**config.mk**
```make
export PLATFORM = sky130hd
export DESIGN_NAME = branch_predictor
export DESIGN_NICKNAME = d
export VERILOG_FILES = /design/src/rtl/branch_predictor_pkg.sv /design/src/rtl/bp_sat_ctr.sv /design/src/rtl/branch_predictor.sv
export SDC_FILE = /design/constraint.sdc
export NUM_CORES = 1
export LEC_CHECK = 0
export BUFFER_PORTS_ARGS = -buffer_cell sky130_fd_sc_hd__clkbuf_2
export CAP_MARGIN = 40
export CORE_MARGIN = 2
export CORE_UTILIZATION = 30
export DETAILED_ROUTE_END_ITERATION = 8
export GPL_TIMING_DRIVEN = 0
export MAX_ROUTING_LAYER = met4
export PLACE_DENSITY = 0.44
export SLEW_MARGIN = 20
export SYNTH_ARGS = -nofsm -noshare
export SYNTH_HDL_FRONTEND = slang
export SYNTH_HIERARCHICAL = 1
export SYNTH_SLANG_ARGS = --single-unit
```
**constraint.sdc**
```tcl
create_clock -name clk -period 3.4 [get_ports clk]
set_input_delay 0 -clock clk [delete_from_list [all_inputs] [get_ports clk]]
set_output_delay 0 -clock clk [all_outputs]
set_load 0.02 [all_outputs]
```
**src/rtl/branch_predictor_pkg.sv**
```systemverilog
// Shared encodings for the gshare direction predictor.
package branch_predictor_pkg;

  // 2-bit saturating direction counter states.
  typedef enum logic [1:0] {
    BP_SNT = 2'b00,
    BP_WNT = 2'b01,
    BP_WT  = 2'b10,
    BP_ST  = 2'b11
  } bp_ctr_e;

  localparam bp_ctr_e BP_RESET_CTR = BP_WNT;

endpackage

```
**src/rtl/bp_sat_ctr.sv**
```systemverilog
// Combinational next-state for a 2-bit saturating direction counter.
module bp_sat_ctr
  import branch_predictor_pkg::*;
(
  input  bp_ctr_e ctr_i,
  input  logic    taken_i,
  output bp_ctr_e ctr_o
);

  // Step toward taken/not-taken, holding at the extremes.
  always_comb begin
    ctr_o = ctr_i;
    if (taken_i) begin
      if (ctr_i != BP_ST) ctr_o = bp_ctr_e'(2'(ctr_i + 2'd1));
    end else begin
      if (ctr_i != BP_SNT) ctr_o = bp_ctr_e'(2'(ctr_i - 2'd1));
    end
  end

endmodule

```
**src/rtl/branch_predictor.sv**
```systemverilog
// Gshare direction predictor: flop-based PHT, speculative GHR with
// mispredict recovery from the pipelined snapshot, and perf counters.
module branch_predictor
  import branch_predictor_pkg::*;
#(
  parameter int PC_WIDTH   = 32,
  parameter int IDX_WIDTH  = 6,
  parameter int HIST_WIDTH = 6
) (
  input  logic                  clk,
  input  logic                  rst,
  input  logic [PC_WIDTH-1:0]   F_PC_i,
  input  logic                  F_valid_i,
  input  logic                  mini_op_branch_i,
  output logic                  F_train_predict_o,
  output logic [HIST_WIDTH-1:0] F_ghr_o,
  input  logic                  E_update_i,
  input  logic [PC_WIDTH-1:0]   E_PC_i,
  input  logic [HIST_WIDTH-1:0] E_ghr_i,
  input  logic                  E_taken_i,
  input  logic                  E_mispredict_i,
  output logic [31:0]           perf_branch_o,
  output logic [31:0]           perf_mispred_o
);

  localparam int unsigned PHT_ENTRIES = 1 << IDX_WIDTH;

  bp_ctr_e               pht_q [PHT_ENTRIES];
  logic [HIST_WIDTH-1:0] ghr_q, ghr_d;
  logic [31:0]           perf_branch_q, perf_branch_d;
  logic [31:0]           perf_mispred_q, perf_mispred_d;

  logic [IDX_WIDTH-1:0]  f_idx, e_idx;
  logic [1:0]            f_ctr;
  bp_ctr_e               e_ctr_next;
  logic                  e_recover;

  assign f_idx = F_PC_i[IDX_WIDTH+1:2] ^ IDX_WIDTH'(ghr_q);
  assign e_idx = E_PC_i[IDX_WIDTH+1:2] ^ IDX_WIDTH'(E_ghr_i);
  assign f_ctr = pht_q[f_idx];

  assign F_train_predict_o = f_ctr[1];
  assign F_ghr_o           = ghr_q;
  assign perf_branch_o     = perf_branch_q;
  assign perf_mispred_o    = perf_mispred_q;
  assign e_recover         = E_update_i & E_mispredict_i;

  logic unused_pc_bits;
  assign unused_pc_bits = ^{F_PC_i[PC_WIDTH-1:IDX_WIDTH+2], F_PC_i[1:0],
                            E_PC_i[PC_WIDTH-1:IDX_WIDTH+2], E_PC_i[1:0]};

  bp_sat_ctr u_sat_ctr (
    .ctr_i   (pht_q[e_idx]),
    .taken_i (E_taken_i),
    .ctr_o   (e_ctr_next)
  );

  // Next GHR and perf counts; recovery wins and discards the wrong-path fetch shift.
  always_comb begin
    ghr_d          = ghr_q;
    perf_branch_d  = perf_branch_q;
    perf_mispred_d = perf_mispred_q;
    if (e_recover)
      ghr_d = {E_ghr_i[HIST_WIDTH-2:0], E_taken_i};
    else if (F_valid_i && mini_op_branch_i)
      ghr_d = {ghr_q[HIST_WIDTH-2:0], F_train_predict_o};
    if (E_update_i) perf_branch_d = perf_branch_q + 32'd1;
    if (e_recover)  perf_mispred_d = perf_mispred_q + 32'd1;
  end

  // History and perf registers.
  always_ff @(posedge clk) begin
    if (rst) begin
      ghr_q          <= '0;
      perf_branch_q  <= '0;
      perf_mispred_q <= '0;
    end else begin
      ghr_q          <= ghr_d;
      perf_branch_q  <= perf_branch_d;
      perf_mispred_q <= perf_mispred_d;
    end
  end

  // PHT: whole-table reset in one cycle, single training write per cycle.
  always_ff @(posedge clk) begin
    if (rst) begin
      for (int unsigned i = 0; i < PHT_ENTRIES; i++) pht_q[i] <= BP_RESET_CTR;
    end else if (E_update_i) begin
      pht_q[e_idx] <= e_ctr_next;
    end
  end

endmodule
```
==> qor.yml <==
routing:
  wl_per_cell_um: 22.6
  dr.first_iter.drc_count: 678
  num_vias: 8104
  drt-pass1-iter-count: 5
  drc: 0
  antenna_left: 0
  routed_via_density: 5.24
  drt_wl_total_um: 35000
synth:
  netlist_area_sq_um: 9820
  yosysWarnings: 6
  ys_seq_elements: 198
  async_flop_share_pct: 0
  syn_area_per_cell_sq_um: 10.3
  synth_enable_flop_cells: 128
  synth_flop_cell: "edfxtp_1"
  synthDistinctLibCells: 46
  syn_inst: 955
  syn_nets: 1034
  yosysSeqAreaShare_pct: 53.4
sta:
  rsz0062_at_grt: "no"
  skew_ns: 0.0113
  relSlewSlack_pct: 40.4
  slew_viol_final: 0
  final-setup-viol-count: 0
  setup_ws_ns: 0.191
  hold_viol: 0
  tightest_slew_ns: 0.894
  tns_ns: 0
  post-route-period-util_pct: 94.4
  fmax_mhz: 312
  layout_min_cycle_time_ns: 3.21
final_layout:
  seq_area_sq_um: 5250
  syn_to_final_growth_pct: 20.3
  utilization_pct: 36.5
  multi_input_area_sq_um: 4440
  drive_above_1_share_pct: 18.8
  n_antenna_cell: 0
  nFillCells: 3356
  fin_nets: 1172
  stdcell_area_sq_um: 11800
clocking:
  cts_made_buffers: 17
  cts_tree: "built"
  clock_latency_ns: 0.46
  clock-sinks: 198
  cts-root-buf: "clkbuf_16"
  cts_setup_buffers: 0
  ctsLongestPathBuffers: 2
  cts-htree-levels: 4
  clkTransAtPathRegs_ns: 0.07
worst_setup_path:
  critPathKind: "in2reg"
  endpoint_kind: "flip-flop"
  startpoint_type: "input port"
  cp_max_fo: 10
  worstRegToRegCells: 8
  crit_arrival_ns: 3.41
  cp.required_ns: 3.60
grt:
  grt_antenna_before_repair: 0
  grt_pass1_wl_um: 51800
  grt.total_usage_pct: 21.7
  grt_overflow_total: 0
  grt_max_degree: 18
  grt_pass1_vias: 7896
power_and_ir_drop:
  combPwrFrac_pct: 15.4
  irDropWorstVdd_mv: 0.370
  p_per_area_nw_per_um2: 487
  clkPwrFrac_pct: 38.7
  switching_share_pct: 28.3
  seqPwrFrac_pct: 45.9
  p_total_w: 0.00575
  switchingPower_w: 0.00163
  p_int_w: 0.00412
  total_leakage_power_nw: 4.33
flow_run:
  max-cap-violations: 0
placed_design:
  dp_slack_ns: -1.23
  io_buffers: 95
  gp_congestion: 0.890
  placed_area_sq_um: 11000
  hpwlAfterDp_um: 25200
worst_hold_path:
  hold-path-cell-count: 5
  min_path_type: "in2reg"
die:
  row_count: 66
  die_h_um: 185
  die_area_sq_um: 34200
  coreArea_sq_um: 32400
  die_w_um: 185
  ios: 148
  initial_core_util_pct: 30.3
run_status:
  status: "completed"
-- cell usage in the layout, fill, tap and decap left out, types with 6 or more instances in the layout --
cell type	count
a21o_1	65
a21oi_1	16
a22oi_1	45
a311oi_1	7
and3_1	21
and4_1	6
buf_2	14
clkbuf_1	36
clkbuf_16	17
clkbuf_2	106
dfxtp_1	70
dlygate4sd3_1	10
edfxtp_1	128
inv_1	6
mux4_2	21
nand2_1	144
nand3_1	32
nand4_1	20
nor2_1	140
nor3_1	11
nor4_2	6
o21ai_0	16
or3_1	22
xnor2_1	22
xor2_1	45
-- logic make-up (layout without fill, tap and decap cells) --
family	after synthesis	after routing	synth area share [%]
buffers and inverters	65	216	2.60
XOR/XNOR	71	71	6.41
multiplexers	29	29	5.67
AND/OR/NAND/NOR	424	424	19.5
flip-flops	198	198	53.4
AO/OA/AOI/OAI	164	164	11.9
adder cells (fa/ha/maj)	4	4	0.484
-- critical path: stages --
cell and delay (ns):
clkbuf_2 0.19, xor2_2 0.25, nor3_2 0.72, clkbuf_2 0.48
a22oi_1 0.17, nand4_1 0.15, a221oi_1 0.09, nand3_1 0.16
inv_1 0.06, maj3_2 0.43, clkbuf_1 0.27, or3_1 0.42
-- power by group through the flow --
| stage | clock network (W) | registers [W] | logic, W |
|---|---|---|---|
| 2_1_floorplan | 0 | 0.00269 | 0.000491 |
| 3_3_place_gp | 0 | 0.00269 | 0.000817 |
| 3_5_place_dp | 0 | 0.00269 | 0.000836 |
| 4_1_cts | 0.00227 | 0.00264 | 0.000865 |
| 5_1_grt | 0.00236 | 0.00264 | 0.000937 |
| 6_report | 0.00223 | 0.00264 | 0.000884 |
-- per-layer routing --
layer	track usage [%]	up-vias	part of all wire, %
met3	3.97	57	6.5
met1	28.0	3983	43
met4	8.19	0	3.1
met5	-	-	0
li1	-	3738	-
met2	33.9	326	47
-- metrics by stage --
step                      std cells  hold WS (ns)
after floorplan                 955         0.181
after global placement         1492         0.356
after detailed placement       1504         0.362
after CTS                      1546        0.0270
after global routing           1548        0.0900
final                          1548        0.0423
-- state kept, by name, summed over array words and instances, names as in the netlist --
name	count
perf_mispred_o	32
perf_branch_o	32
F_ghr_o	6
pht_q	128
-- worst paths after layout --
kind | start | to | slack, ns
setup reg to reg | pht_q[54][1]$_SDFFCE_PN0P_ | pht_q[29][0]$_SDFFCE_PN1P_ | 0.35
hold reg to reg | perf_branch_o[16]$_SDFFE_PP0P_ | perf_branch_o[16]$_SDFFE_PP0P_ | 0.51
setup / recovery | E_ghr_i[0] | pht_q[29][0]$_SDFFCE_PN1P_ | 0.19
hold / removal | E_mispredict_i | perf_mispred_o[3]$_SDFFE_PP0P_ | 0.04
-- cell usage after synthesis (4+ instances only) --
| cell type | count | area share (%) |
|---|---|---|
| dfxtp_1 | 70 | 14 |
| inv_1 | 6 | 0.23 |
| a21oi_1 | 16 | 0.82 |
| mux4_2 | 21 | 4.8 |
| nor3_1 | 18 | 0.92 |
| a311oi_1 | 7 | 0.62 |
| a221oi_1 | 4 | 0.36 |
| nand3_1 | 32 | 1.6 |
| xor2_1 | 46 | 4.1 |
| and2_1 | 4 | 0.25 |
| mux2i_1 | 5 | 0.51 |
| a31oi_1 | 4 | 0.25 |
| o21ai_0 | 16 | 0.82 |
| nand4_1 | 20 | 1.3 |
| nand2_1 | 144 | 5.5 |
| xnor2_1 | 24 | 2.1 |
| a21o_1 | 65 | 5.0 |
| or3_1 | 22 | 1.4 |
| edfxtp_1 | 128 | 39 |
| a22oi_1 | 45 | 3.4 |
| buf_1 | 6 | 0.23 |
| clkbuf_1 | 49 | 1.9 |
| nor4_1 | 6 | 0.38 |
| and3_1 | 21 | 1.3 |
| and4_1 | 6 | 0.53 |
| nor2_1 | 142 | 5.4 |
-- what timing repair did --
item | in CTS | in global routing
endpoints found under the setup margin | 129 | 77
hold endpoints to repair | 6 | 0
hold buffers | 10 | 0
gates resized for setup | 18 | 20
pin swaps | 0 | 0
-- cell type report --
| type | instances | share of cell area (%) |
|---|---|---|
| repair buffers | 119 | 5.66 |
| inverters | 6 | 0.191 |
| multi-input cells | 692 | 37.6 |
| clock buffers | 17 | 3.60 |
| plain buffers | 59 | 2.20 |
| well taps | 442 | 4.68 |
| clock inverters | 15 | 1.68 |
| flip-flops and latches | 198 | 44.4 |
(Power assumes the default switching activity.)
